`src/rtl/led_panel_pkg.sv`:
```
// Shared constants, scan FSM state type and row-timing helper for the LED panel scan driver.
package led_panel_pkg;

   localparam int unsigned COLS      = 64;
   localparam int unsigned ROWS      = 64;
   localparam int unsigned SCAN_ROWS = ROWS / 2;
   localparam int unsigned COL_W     = $clog2(COLS);
   localparam int unsigned ROW_W     = $clog2(SCAN_ROWS);
   localparam int unsigned FB_ROW_W  = $clog2(ROWS);

   typedef enum logic [2:0] {
      ST_IDLE,
      ST_FETCH,
      ST_SHIFT,
      ST_BLANK,
      ST_LATCH,
      ST_DISPLAY
   } scan_state_e;

   // sys_clock cycles from a row's first read strobe to its output-enable release
   function automatic int unsigned row_period(input int unsigned clk_div,
                                              input int unsigned on_cycles);
      return 3 + 2 * clk_div * COLS + 1 + clk_div + on_cycles;
   endfunction

endpackage

```
`src/rtl/led_scan_driver_if.sv`:
```
// Framebuffer read port between the scan driver (master) and the frame store (slave).
interface led_scan_driver_if;
   import led_panel_pkg::*;

   logic                fb_rd_en;
   logic [FB_ROW_W-1:0] fb_rd_row;
   logic [COLS-1:0]     fb_rd_data;

   modport master (output fb_rd_en, output fb_rd_row, input  fb_rd_data);
   modport slave  (input  fb_rd_en, input  fb_rd_row, output fb_rd_data);

endinterface

```
`src/rtl/scan_shifter.sv`:
```
// Row-pair buffers and column/phase sequencing; serialises one row pair MSB first onto r1/r2/pclk.
module scan_shifter
   import led_panel_pkg::*;
#(
   parameter int unsigned CLK_DIV = 2
) (
   input  logic            clk,
   input  logic            reset,
   input  logic            load_hi,
   input  logic            load_lo,
   input  logic [COLS-1:0] data,
   output logic            r1,
   output logic            r2,
   output logic            pclk,
   output logic            shift_done
);

   localparam int unsigned SLOT = 2 * CLK_DIV;
   localparam int unsigned PH_W = (SLOT > 1) ? $clog2(SLOT) : 1;
   localparam logic [PH_W-1:0]  PH_LAST  = PH_W'(SLOT - 1);
   localparam logic [PH_W-1:0]  PH_RISE  = PH_W'(CLK_DIV);
   localparam logic [COL_W-1:0] COL_LAST = COL_W'(COLS - 1);

   logic [COLS-1:0]  upper, upper_d;
   logic [COLS-1:0]  lower, lower_d;
   logic [COL_W-1:0] col, col_d;
   logic [PH_W-1:0]  phase, phase_d;
   logic             active, active_d;
   logic [COL_W-1:0] idx;
   logic             r1_d, r2_d, pclk_d, done_d;

   // Loading the lower half starts slot 0; outputs are computed from next-cycle counters.
   always_comb begin
      upper_d  = upper;
      lower_d  = lower;
      col_d    = col;
      phase_d  = phase;
      active_d = active;
      if (load_hi) begin
         upper_d = data;
      end
      if (load_lo) begin
         lower_d  = data;
         active_d = 1'b1;
         col_d    = '0;
         phase_d  = '0;
      end else if (active) begin
         if (phase == PH_LAST) begin
            phase_d = '0;
            if (col == COL_LAST) begin
               active_d = 1'b0;
               col_d    = '0;
            end else begin
               col_d = col + COL_W'(1);
            end
         end else begin
            phase_d = phase + PH_W'(1);
         end
      end
      idx    = COL_LAST - col_d;
      r1_d   = active_d & upper_d[idx];
      r2_d   = active_d & lower_d[idx];
      pclk_d = active_d && (phase_d >= PH_RISE);
      done_d = active_d && (col_d == COL_LAST) && (phase_d == PH_LAST);
   end

   always_ff @(posedge clk) begin
      if (reset) begin
         upper      <= '0;
         lower      <= '0;
         col        <= '0;
         phase      <= '0;
         active     <= 1'b0;
         r1         <= 1'b0;
         r2         <= 1'b0;
         pclk       <= 1'b0;
         shift_done <= 1'b0;
      end else begin
         upper      <= upper_d;
         lower      <= lower_d;
         col        <= col_d;
         phase      <= phase_d;
         active     <= active_d;
         r1         <= r1_d;
         r2         <= r2_d;
         pclk       <= pclk_d;
         shift_done <= done_d;
      end
   end

endmodule

```
`src/rtl/led_scan_driver.sv`:
```
// 1/32-scan HUB75 panel driver: fetches row pairs from the framebuffer, shifts, latches and displays them.
module led_scan_driver
   import led_panel_pkg::*;
#(
   parameter int unsigned CLK_DIV   = 2,
   parameter int unsigned ON_CYCLES = 256
) (
   input  logic               sys_clock,
   input  logic               reset,
   input  logic               enable,
   led_scan_driver_if.master  fb,
   output logic               panel_r1,
   output logic               panel_r2,
   output logic               panel_clk,
   output logic               panel_lat,
   output logic               panel_oe_n,
   output logic [ROW_W-1:0]   panel_addr,
   output logic               frame_done
);

   localparam int unsigned CNT_MAX = (ON_CYCLES > CLK_DIV) ?
                                     ((ON_CYCLES > 3) ? ON_CYCLES : 3) :
                                     ((CLK_DIV > 3) ? CLK_DIV : 3);
   localparam int unsigned CNT_W   = $clog2(CNT_MAX);
   localparam logic [CNT_W-1:0] FETCH_LAST = CNT_W'(2);
   localparam logic [CNT_W-1:0] LAT_LAST   = CNT_W'(CLK_DIV - 1);
   localparam logic [CNT_W-1:0] ON_LAST    = CNT_W'(ON_CYCLES - 1);
   localparam logic [ROW_W-1:0] ROW_LAST   = ROW_W'(SCAN_ROWS - 1);

   scan_state_e         state, state_d;
   logic [CNT_W-1:0]    cnt, cnt_d;
   logic [ROW_W-1:0]    row, row_d;
   logic                done_d;
   logic                rd_en_d;
   logic [FB_ROW_W-1:0] rd_row_d;
   logic                lat_d, oe_n_d;
   logic [ROW_W-1:0]    addr_d;
   logic                load_hi, load_lo;
   logic                shift_done;

   // Read data arrives one cycle after each strobe, so captures trail the strobes by one.
   assign load_hi = (state == ST_FETCH) && (cnt == CNT_W'(1));
   assign load_lo = (state == ST_FETCH) && (cnt == FETCH_LAST);

   always_comb begin
      state_d = state;
      cnt_d   = cnt;
      row_d   = row;
      done_d  = 1'b0;
      case (state)
         ST_IDLE: begin
            if (enable) begin
               state_d = ST_FETCH;
               cnt_d   = '0;
            end
         end
         ST_FETCH: begin
            if (cnt == FETCH_LAST) begin
               state_d = ST_SHIFT;
               cnt_d   = '0;
            end else begin
               cnt_d = cnt + CNT_W'(1);
            end
         end
         ST_SHIFT: begin
            if (shift_done) begin
               state_d = ST_BLANK;
            end
         end
         ST_BLANK: begin
            state_d = ST_LATCH;
            cnt_d   = '0;
         end
         ST_LATCH: begin
            if (cnt == LAT_LAST) begin
               state_d = ST_DISPLAY;
               cnt_d   = '0;
            end else begin
               cnt_d = cnt + CNT_W'(1);
            end
         end
         ST_DISPLAY: begin
            if (cnt == ON_LAST) begin
               cnt_d   = '0;
               row_d   = row + ROW_W'(1);
               done_d  = (row == ROW_LAST);
               state_d = enable ? ST_FETCH : ST_IDLE;
            end else begin
               cnt_d = cnt + CNT_W'(1);
            end
         end
         default: state_d = ST_IDLE;
      endcase

      // Registered outputs follow the state being entered.
      rd_en_d  = (state_d == ST_FETCH) && (cnt_d < FETCH_LAST);
      rd_row_d = rd_en_d ? {cnt_d[0], row_d} : fb.fb_rd_row;
      lat_d    = (state_d == ST_LATCH);
      oe_n_d   = (state_d != ST_DISPLAY);
      addr_d   = (state_d == ST_BLANK) ? row_d : panel_addr;
   end

   always_ff @(posedge sys_clock) begin
      if (reset) begin
         state        <= ST_IDLE;
         cnt          <= '0;
         row          <= '0;
         fb.fb_rd_en  <= 1'b0;
         fb.fb_rd_row <= '0;
         panel_lat    <= 1'b0;
         panel_oe_n   <= 1'b1;
         panel_addr   <= '0;
         frame_done   <= 1'b0;
      end else begin
         state        <= state_d;
         cnt          <= cnt_d;
         row          <= row_d;
         fb.fb_rd_en  <= rd_en_d;
         fb.fb_rd_row <= rd_row_d;
         panel_lat    <= lat_d;
         panel_oe_n   <= oe_n_d;
         panel_addr   <= addr_d;
         frame_done   <= done_d;
      end
   end

   scan_shifter #(
      .CLK_DIV (CLK_DIV)
   ) u_shifter (
      .clk        (sys_clock),
      .reset      (reset),
      .load_hi    (load_hi),
      .load_lo    (load_lo),
      .data       (fb.fb_rd_data),
      .r1         (panel_r1),
      .r2         (panel_r2),
      .pclk       (panel_clk),
      .shift_done (shift_done)
   );

endmodule

```
`src/flat_wrapper.sv`:
```
// flat-port wrapper written by rule: the top's interface ports become plain ports
module led_scan_driver_flat import led_panel_pkg::*;
#(
   parameter int unsigned CLK_DIV   = 2,
   parameter int unsigned ON_CYCLES = 256
)
  (sys_clock, reset, enable, panel_r1, panel_r2, panel_clk, panel_lat, panel_oe_n, panel_addr, frame_done, fb_fb_rd_en, fb_fb_rd_row, fb_fb_rd_data);
  led_scan_driver_if fb_i ();
  input  logic sys_clock;
  input  logic reset;
  input  logic enable;
  output logic panel_r1;
  output logic panel_r2;
  output logic panel_clk;
  output logic panel_lat;
  output logic panel_oe_n;
  output logic [ROW_W-1:0] panel_addr;
  output logic frame_done;
  output wire logic [$bits(fb_i.fb_rd_en)-1:0] fb_fb_rd_en;
  output wire logic [$bits(fb_i.fb_rd_row)-1:0] fb_fb_rd_row;
  input wire logic [$bits(fb_i.fb_rd_data)-1:0] fb_fb_rd_data;
  assign fb_fb_rd_en = fb_i.fb_rd_en;
  assign fb_fb_rd_row = fb_i.fb_rd_row;
  assign fb_i.fb_rd_data = fb_fb_rd_data;
  led_scan_driver #(.CLK_DIV(CLK_DIV), .ON_CYCLES(ON_CYCLES)) u_core (.sys_clock(sys_clock), .reset(reset), .enable(enable), .fb(fb_i), .panel_r1(panel_r1), .panel_r2(panel_r2), .panel_clk(panel_clk), .panel_lat(panel_lat), .panel_oe_n(panel_oe_n), .panel_addr(panel_addr), .frame_done(frame_done));
endmodule
```
`config.mk`:
```
export PLATFORM = sky130hd
export DESIGN_NAME = led_scan_driver_flat
export DESIGN_NICKNAME = d
export VERILOG_FILES = /design/src/rtl/led_panel_pkg.sv /design/src/rtl/led_scan_driver_if.sv /design/src/rtl/scan_shifter.sv /design/src/rtl/led_scan_driver.sv /design/src/flat_wrapper.sv
export SDC_FILE = /design/constraint.sdc
export NUM_CORES = 1
export LEC_CHECK = 0
export CORE_MARGIN = 5
export CORE_UTILIZATION = 50
export DETAILED_ROUTE_END_ITERATION = 8
export HOLD_SLACK_MARGIN = 0.02
export PLACE_DENSITY_LB_ADDON = 0.2
export RECOVER_POWER = 25
export SLEW_MARGIN = 5
export SYNTH_ARGS = -nofsm -noshare
export SYNTH_HDL_FRONTEND = slang
export SYNTH_HIERARCHICAL = 1
export SYNTH_SLANG_ARGS = --single-unit
```
`constraint.sdc`:
```
create_clock -name sys_clock -period 4.3 [get_ports sys_clock]
set_clock_uncertainty 0.15 [all_clocks]
set_input_delay 0.86 -clock sys_clock [delete_from_list [all_inputs] [get_ports sys_clock]]
set_output_delay 0.86 -clock sys_clock [all_outputs]
set_load 0.01 [all_outputs]
```
Word level (Yosys, flattened, before mapping)
Cells that the tools add are included.
{"block": "classes", "n_addsub": 5, "magnitude_cmp": 3, "n_eq_ne": 17, "n_mux": 31, "bitwise": 4, "n_reduce_logical": 8}
{"cell": "64-bit two-way mux", "count": 2}
{"cell": "8-bit one-hot mux with 5 select lines", "count": 1}
{"cell": "8-bit two-way mux", "count": 4}
{"cell": "6-bit two-way mux", "count": 4}
{"cell": "3-bit one-hot mux with 6 select lines", "count": 1}
{"cell": "3-bit two-way mux", "count": 5}
{"cell": "1-bit binary-select mux with 6-bit select", "count": 2}
{"cell": "6-bit == test, second input constant", "count": 2}
{"cell": "5-bit two-way mux", "count": 2}
{"cell": "3-bit by 2-bit == test with 1-bit output, second input constant", "count": 3}
{"cell": "3-bit == test, second input constant", "count": 3}
{"cell": "8-bit by 1-bit adder with 8-bit output, second input constant", "count": 1}
{"cell": "8-bit by 1-bit == test with 1-bit output, second input constant", "count": 1}
{"cell": "8-bit by 2-bit == test with 1-bit output, second input constant", "count": 1}
{"cell": "8-bit == test, second input constant", "count": 1}
{"cell": "8-bit by 2-bit < comparator with 1-bit output, second input constant", "count": 1}
{"cell": "6-bit by 7-bit < comparator with 1-bit output, second input constant", "count": 1}
{"cell": "1-bit two-way mux", "count": 7}
{"cell": "6-bit by 1-bit adder with 6-bit output, second input constant", "count": 1}
{"cell": "3-bit by 1-bit == test with 1-bit output, second input constant", "count": 2}
{"cell": "1-bit logical AND", "count": 6}
{"cell": "2-bit two-way mux", "count": 3}
{"cell": "6-bit subtractor, first input constant", "count": 1}
{"cell": "5-bit by 1-bit adder with 5-bit output, second input constant", "count": 1}
{"cell": "other kinds (9)", "count": 12}
{"block": "word_totals", "ff_bits": 172, "out_inout_bits": 18}

Longest topological paths before layout
Gate-level depths: netlist (run 1).
{"block": "depth", "word_depth": 9, "depth_mapped": 14, "ltp_nobuf": 12}

By module
The synthesis (run 1) kept the hierarchy.
{"mod": "scan_shifter", "n_inst": 1, "cells_each": 822, "area_per_inst_um2": 7310.8, "seq_area_each_um2": 2822.7}
{"mod": "led_scan_driver", "n_inst": 1, "cells_each": 183, "area_per_inst_um2": 1592.8, "seq_area_each_um2": 620.6}

Least setup slack after synthesis (run 1)
OpenSTA, ideal clock, no wires.
{"block": "synth_path", "path_type": "flip-flop to flip-flop", "startpoint": "register u_core.cnt[4]", "endpoint": "register u_core.u_shifter.r2", "setup_ns": 0.144, "arrival_ns": 2.966, "t_required_ns": 4.006, "setup_slack_ns": 1.040, "path_stages_with_launch": 14, "cell_sequence": "dfxtp_1 buf_2 nor4_4 nand3_1 nor3_1 buf_2 buf_2 buf_2 mux2i_1 a211oi_1 a2111oi_0 nor4_1 a2bb2oi_1 o311ai_0"}
{"block": "synth_between", "elab_chain_len": 7, "word_cells_on_any_way": 9}
{"item": "start: declaration", "line_no": "led_scan_driver.sv:31", "source": "logic [CNT_W-1:0] cnt, cnt_d;"}
{"item": "start signal: assignment", "line_no": "led_scan_driver.sv:116", "source": "cnt <= cnt_d;"}
{"item": "8-bit by 2-bit == test with 1-bit output *", "line_no": "led_scan_driver.sv:43", "source": "assign load_lo = (state == ST_FETCH) && (cnt == FETCH_LAST);"}
{"item": "1-bit logical AND *", "line_no": "led_scan_driver.sv:43"}
{"item": "via u_core.load_lo", "line_no": "led_scan_driver.sv:38", "source": "logic load_hi, load_lo;"}
{"item": "6-bit two-way mux", "line_no": "scan_shifter.sv:42", "source": "if (load_lo) begin"}
{"item": "6-bit subtractor", "line_no": "scan_shifter.sv:60", "source": "idx = COL_LAST - col_d;"}
{"item": "1-bit binary-select mux with 6-bit select", "line_no": "scan_shifter.sv:62", "source": "r2_d = active_d & lower_d[idx];"}
{"item": "1-bit two-way mux (implied by the code)", "line_no": "scan_shifter.sv:62"}
{"item": "1-bit AND *", "line_no": "scan_shifter.sv:62"}
{"item": "end signal: assignment", "line_no": "scan_shifter.sv:85", "source": "r2 <= r2_d;"}
{"item": "end: declaration", "line_no": "scan_shifter.sv:13", "source": "output logic r2,"}
Mark *: on every way through the listed nets, which the timed path passes. The rest lies on a longest branch. The select of a mux whose other input is x is not followed.
A chain may end at the register's enable or synchronous reset.

Worst setup path in the final report (run 1)
{"block": "layout_path", "startpoint": "register u_core.cnt[2]", "endpoint": "register u_core.u_shifter.r2"}
The elaborated chain is that of the path after synthesis.

==> results of run 1 <==
## cells in the mapped netlist, drive strengths merged, types with 3 or more instances
cell type,number,area (um2)
o21ai,34,170.2
clkbuf,35,131.4
mux4,11,251.5
o31ai,6,45.04
nand4,8,50.05
nor4,7,58.81
nor2b,15,93.84
nand3,25,125.1
xnor2,5,43.79
a2111oi,3,26.28
or3,4,25.02
and3,13,81.33
a211o,7,61.31
a31oi,11,68.82
or2,3,18.77
a31o,3,26.28
mux2,15,168.9
o31a,4,35.03
nand2,41,153.9
nor3,23,126.4
nor2,201,762.0
inv,11,41.29
dfxtp,172,3443
o22ai,4,25.02
buf,46,236.5
a211oi,29,217.7
a311oi,5,43.79
and4,3,26.28
o221ai,3,26.28
mux2i,143,1431
a21oi,28,140.1
nand2b,12,75.07
o211ai,20,163.9
a21boi,3,22.52
o311ai,4,35.03
nand3b,3,22.52
and3b,3,26.28
ha,7,87.58
## worst max path at each step
stage	from	endpoint	slack (ps)	cells after the start
6_report	u_core/cnt[2]	u_core/u_shifter/r2	420	11
5_1_grt	u_core/cnt[2]	u_core/u_shifter/r1	40	11
4_1_cts	u_core/cnt[2]	u_core/u_shifter/r2	440	11
3_5_place_dp	u_core/cnt[2]	u_core/u_shifter/r2	510	11
3_3_place_gp	u_core/cnt[2]	u_core/u_shifter/r2	610	11
2_1_floorplan	u_core/cnt[4]	u_core/u_shifter/r2	1040	13
## stage by stage
step | hold slack [ps] | setup WS, ps | instances
floorplan | 300.6 | 1040 | 1005
global placement | 314.3 | 613.7 | 1255
detailed placement | 328.7 | 509.9 | 1255
CTS | 344.6 | 443.5 | 1287
global route | 367.4 | 40.38 | 1287
finish | 339.8 | 416.3 | 1287
## worst reg2reg max path: stages, from the launching register on
cell and delay [ps]:
dfxtp_1 390, nor4_4 410, nand3_1 230, nor3_2 570, inv_1 490, nand2_2 400
buf_12 200, a211oi_1 80, a2111oi_0 420, nor4_1 110, a2bb2oi_1 160, o311ai_0 150
## cell usage in the layout (no fill, tap or decap), drive strengths merged, types with 4 or more instances in the layout
cell           netlist  routed
o31a                 4       4
clkinv               0       4
buf                 46      23
xnor2                5       5
or3                  4       4
o22ai                4       4
dlygate4sd3          0      12
nand2               41      41
nor2               201     201
o311ai               4       4
nor4                 7       7
and3                13      13
a31oi               11      11
ha                   7       7
nor3                23      23
mux2                15      15
o21ai               34      34
a21oi               28      28
mux4                11      11
o31ai                6       6
a311oi               5       5
mux2i              143     143
nand4                8       8
nand2b              12      12
nand3               25      25
o211ai              20      20
clkdlybuf4s50        0      71
dfxtp              172     172
a211oi              29      29
inv                 11      16
a211o                7       7
clkbuf              35      20
nor2b               15      15
## layout make-up
| type | instances | area [um2] |
|---|---|---|
| Sequential cell | 172 | 3443 |
| Inverter | 11 | 41.29 |
| Clock inverter | 12 | 137.6 |
| Clock buffer | 20 | 436.7 |
| Timing Repair Buffer | 106 | 1066 |
| Fill cell | 1547 | 6877 |
| Multi-Input combinational cell | 741 | 5074 |
| Tap cell | 225 | 281.5 |
## per-layer routing
layer	vias to the layer above	wire [um]
li1	3712	-
met4	0	452
met3	41	1372
met2	247	11100
met5	-	0
met1	3655	10670
## power by group
group	leakage (nW)	switching [mW]	internal (mW)
sequential	1.39	0.0199	1.62
combinational	2.03	0.157	0.144
clock	0.281	0.663	0.865
## state kept, by name (all words and copies together), names as in the netlist, 2 cells and up
register	cells
u_core/cnt	8
u_core/fb.fb_rd_row	6
u_core/panel_addr	5
u_core/row	5
u_core/state	3
u_core/u_shifter/col	6
u_core/u_shifter/lower	64
u_core/u_shifter/phase	2
u_core/u_shifter/upper	64
## cell families (layout without fill, tap and decap cells)
family          Yosys count  after routing
simple gates            369            369
compound gates          189            189
flops                   172            172
mux                     169            169
buf+inv                  92            149
fa+ha+maj                 7              7
xor+xnor                  7              7
==> flow_metrics.py, run 1 <==
metrics = {
    "status": {
        "status": "finished clean",
    },
    "floorplanning": {
        "design.core.area_mm2": 0.01736,
        "start_util_pct": 51.30,
        "row_count": 48,
        "io_pins": 85,
        "die_height_um": 143.4,
        "die_x_um": 143.4,
        "die_area_mm2": 0.02058,
    },
    "final_layout": {
        "antenna_cells": 0,
        "nets": 1123,
        "area_growth_pct": 17.71,
        "drive_above_1_share_pct": 8.757,
        "fin_util_pct": 60.38,
        "fin_area_mm2": 0.01048,
    },
    "detailed_routing": {
        "vias_per_cell": 5.948,
        "drtPass1Iterations": 5,
        "routedWlPerCell_um": 18.34,
        "drc": 0,
        "ant_nets": 0,
        "drtIter0Drc": 769,
        "wl_um": 23600,
        "dr_total_vias": 7655,
    },
    "placed_design": {
        "hpwl_um": 16430,
        "numPortBuffers": 84,
        "gp_congestion": 0.9112,
        "dpl-instance-area_mm2": 0.009911,
    },
    "timing": {
        "tns_ps": 0,
        "finalSetupViolCount": 0,
        "rsz0062_at_grt": "false",
        "clock.fmax_mhz": 257.5,
        "period_needed_ps": 3884,
        "final_hold_viol_count": 0,
        "tightest_slew_ps": 1005,
        "slew_headroom_pct": 32.14,
        "report.final.slew_viol_count": 0,
        "period_share_pct": 90.32,
    },
    "clock_network": {
        "clockRootBuffer": "clkbuf_16",
        "cts_buffers": 17,
        "ctsHoldBuffers": 0,
        "path_clk_slew_ps": 70,
        "cts_resized": 0,
        "post_cts_buffers": 0,
        "worst_skew_pair.late_latency_ps": 430,
        "cts_buffer_depth": 2,
        "cts_tree": "built",
        "clock_sinks": 172,
        "h-tree-depth": 4,
    },
    "setup_path": {
        "worstSetupPathType": "reg2reg",
        "cp.required_ps": 4440,
        "max_stage_delay_ps": 570,
        "r2r-end": "u_core/u_shifter/r2",
        "cp-start-kind": "flop",
        "crit_slowest_cell": "nor3_2",
        "critical_path.top_delay_family": "simple AND/OR/NAND/NOR gates",
        "cp_cell_sequence": "nor4_4, nand3_1, nor3_2, inv_1, nand2_2, buf_12, a211oi_1, a2111oi_0, nor4_1, a2bb2oi_1, o311ai_0",
        "worstPathMaxFanout": 20,
        "r2r_setup_slack_ps": 420,
        "endpoint_kind": "flop",
        "critical_path_buf_inv_count": 2,
        "arrival_ps": 4020,
        "worstRegToRegCells": 11,
        "worstReg2RegStart": "u_core/cnt[2]",
    },
    "yosys": {
        "yosys_warnings": 6,
        "synthAdderAreaFrac_pct": 0.9837,
        "async_reset_ff_share_pct": 0,
        "synth-simple-area-share_pct": 19.35,
        "avgSynthCellArea_um2": 8.859,
        "synth_compound_area_share_pct": 14.91,
        "ys_types": 71,
        "synth_top_family_by_area": "multiplexers",
        "synthMuxAreaShare_pct": 20.80,
        "seq_area_frac_synth_pct": 38.67,
        "synth_cells": 1005,
        "ys_ff_latch": 172,
        "netlist_area_mm2": 0.008904,
        "synth_flop_cell": "dfxtp_1",
        "synth_enable_flop_cells": 0,
        "yosys.area_share.xor_xnor_pct": 0.6886,
        "synth_fp_nets": 1079,
    },
    "global_routing": {
        "use_met2_pct": 36.38,
        "grt_antenna_before_repair": 0,
        "grt_use_met3_pct": 4.659,
        "use_met1_pct": 31.61,
        "grt.busiest_layer": "met2",
        "grt_use_total_pct": 22.92,
        "grt_max_degree": 66,
        "grt_overflow": 0,
        "grt_pass1_wl_um": 38030,
        "grt_pass1_vias": 7207,
    },
    "min_path": {
        "hold_path_end": "u_core/u_shifter/upper[32]",
        "min_path_type": "reg2reg",
        "hold_path_startpoint": "u_core/u_shifter/upper[32]",
        "min_path_cells": 2,
    },
    "run": {
        "cap_violations": 0,
    },
    "power": {
        "leakage_nw": 3.701,
        "power.total_mw": 3.471,
        "p_per_area_mw_per_mm2": 331.2,
        "ir_drop_mv": 0.4009,
    },
}
No activity file was read; power rests on OpenSTA's default activity.
==> inputs of run 2 (changes only) <==
==> constraint.sdc (replaced) <==
create_clock -name sys_clock -period 4.3 [get_ports sys_clock]
set_clock_uncertainty 0.15 [all_clocks]
set_input_delay 1.075 -clock sys_clock [delete_from_list [all_inputs] [get_ports sys_clock]]
set_output_delay 1.075 -clock sys_clock [all_outputs]
set_load 0.01 [all_outputs]
==> flow_metrics.py, run 2 (synthesis gave the netlist of run 1 again) <==
metrics = {
    "clock_network": {
        "cts_buffers": 17,
        "post_cts_buffers": 0,
        "clock_sinks": 172,
        "worst_skew_pair.late_latency_ps": 440,
        "ctsHoldBuffers": 0,
        "cts_buffer_depth": 2,
        "clockRootBuffer": "clkbuf_16",
        "cts_tree": "built",
        "path_clk_slew_ps": 70,
        "h-tree-depth": 4,
        "cts_resized": 0,
    },
    "timing": {
        "slew_headroom_pct": -14.80,
        "finalSetupViolCount": 0,
        "final_hold_viol_count": 0,
        "report.final.slew_viol_count": 81,
        "period_share_pct": 89.47,
        "rsz0062_at_grt": "false",
        "setup_ws_ps": 452.8,
        "period_needed_ps": 3847,
        "tightest_slew_ps": 1722,
        "clock.fmax_mhz": 259.9,
        "fin_hold_ws_ps": 338.1,
        "tns_ps": 0,
    },
    "global_routing": {
        "grt_use_total_pct": 22.95,
        "grt_pass1_wl_um": 37860,
        "use_met1_pct": 31.93,
        "grt_antenna_before_repair": 0,
        "grt_max_degree": 81,
        "grt_overflow": 0,
        "grt.busiest_layer": "met2",
        "use_met2_pct": 36.40,
        "grt_pass1_vias": 7118,
        "grt_use_met3_pct": 4.459,
    },
    "power": {
        "leakage_nw": 3.630,
        "p_per_area_mw_per_mm2": 332.9,
        "ir_drop_mv": 0.2910,
        "power.total_mw": 3.474,
    },
    "setup_path": {
        "worstSetupPathType": "reg2reg",
        "endpoint_kind": "flop",
        "worstPathMaxFanout": 16,
        "critical_path.top_delay_family": "compound AO/OA/AOI/OAI gates",
        "max_stage_delay_ps": 1170,
        "worstRegToRegCells": 8,
        "arrival_ps": 3990,
        "critical_path_buf_inv_count": 0,
        "worstReg2RegStart": "u_core/u_shifter/phase[0]",
        "cp_cell_sequence": "ha_1, nand2_1, o311ai_0, a21oi_1, a211o_1, o211ai_1, a2bb2oi_1, o311ai_0",
        "cp-start-kind": "flop",
        "cp.required_ps": 4450,
        "crit_top_cell": "o311ai_0",
        "crit_slowest_cell": "o311ai_0",
        "r2r-end": "u_core/u_shifter/r2",
        "r2r_setup_slack_ps": 450,
    },
    "detailed_routing": {
        "wl_um": 23440,
        "dr_total_vias": 7593,
        "drtPass1Iterations": 6,
        "routedWlPerCell_um": 18.30,
        "drtIter0Drc": 730,
        "ant_nets": 0,
        "drc": 0,
        "vias_per_cell": 5.927,
    },
    "run": {
        "cap_violations": 1,
    },
    "min_path": {
        "hold_path_startpoint": "u_core/u_shifter/upper[22]",
        "min_path_type": "reg2reg",
        "hold_path_end": "u_core/u_shifter/upper[22]",
        "min_path_cells": 2,
    },
    "final_layout": {
        "final_cell_mix": "200 x nor2_1, 172 x dfxtp_1, 143 x mux2i_1, 82 x clkdlybuf4s50_1, 40 x nand2_1",
        "area_growth_pct": 17.20,
        "antenna_cells": 0,
        "largestRegisters": "u_core/u_shifter/lower x64, u_core/u_shifter/upper x64, u_core/cnt x8",
        "drive_above_1_share_pct": 8.428,
        "ff_latch_area_mm2": 0.003443,
        "multi_input_area_mm2": 0.005079,
        "fill_cells": 1558,
        "fin_util_pct": 60.12,
        "mostFrequentLayoutCell": "nor2_1",
        "nets": 1119,
    },
    "floorplanning": {
        "row_count": 48,
        "die_height_um": 143.4,
        "die_x_um": 143.4,
        "io_pins": 85,
        "die_area_mm2": 0.02058,
        "design.core.area_mm2": 0.01736,
        "start_util_pct": 51.30,
    },
    "status": {
        "violations": "capacitance limit, slew limit",
        "status": "finished, violations left",
    },
    "placed_design": {
        "gp_congestion": 0.9448,
        "hpwl_um": 15990,
        "numPortBuffers": 84,
        "place_ws_ps": 552.1,
    },
}
[run 2: changes by cell type in the layout (fill, tap and decap cells not counted), moves of 2 or more]
cell / change
buf_4: -6
clkbuf_2: +3
clkbuf_8: +2
clkdlybuf4s50_1: +11
clkinv_2: -2
clkinvlp_4: +2
dlygate4sd3_1: -11
inv_6: -2
[run 2: cell type report]
type	count	share of cell area [%]
Inverter	11	0.3957
Sequential cell	172	33.00
Clock buffer	21	4.412
Clock inverter	9	1.091
Multi-Input combinational cell	741	48.67
Tap cell	225	2.698
Timing Repair Buffer	102	9.736
[run 2: through the flow]
stage	cell area, um2	cells
after global placement	9868	1251
after CTS	10440	1281
after floorplan	8904	1005
final	10440	1281
after detailed placement	9868	1251
after global routing	10440	1281
[run 2: worst max-delay path by stage]
stage / to / depth (start not counted) / startpoint / slack, ps
after floorplan: u_core/u_shifter/r2 / 13 / u_core/cnt[4] / 1040
after global placement: u_core/u_shifter/r2 / 11 / u_core/cnt[2] / 650
after detailed placement: u_core/u_shifter/r2 / 11 / u_core/cnt[2] / 550
after CTS: u_core/u_shifter/r2 / 11 / u_core/cnt[2] / 520
after global routing: u_core/u_shifter/r1 / 12 / u_core/cnt[2] / 250
final: u_core/u_shifter/r2 / 8 / u_core/u_shifter/phase[0] / 450
[run 2: routing by layer]
layer | share of wire (%) | wire (um)
met1 | 46 | 10780
met2 | 46 | 10870
met3 | 6.1 | 1435
met4 | 1.5 | 352
met5 | 0 | 0
[run 2: worst register-to-register path: stages (launching register included)]
cell	delay, ps
dfxtp_1	380
ha_1	510
nand2_1	470
o311ai_0	1170
a21oi_1	180
a211o_1	350
o211ai_1	100
a2bb2oi_1	230
o311ai_0	150
[run 2: power by group]
part / switching [mW] / leakage, nW / internal (mW) / total, mW
registers: 0.0195 / 1.39 / 1.62 / 1.64
clock network: 0.649 / 0.272 / 0.883 / 1.53
logic: 0.157 / 1.97 / 0.142 / 0.299
total: 0.826 / 3.63 / 2.65 / 3.47
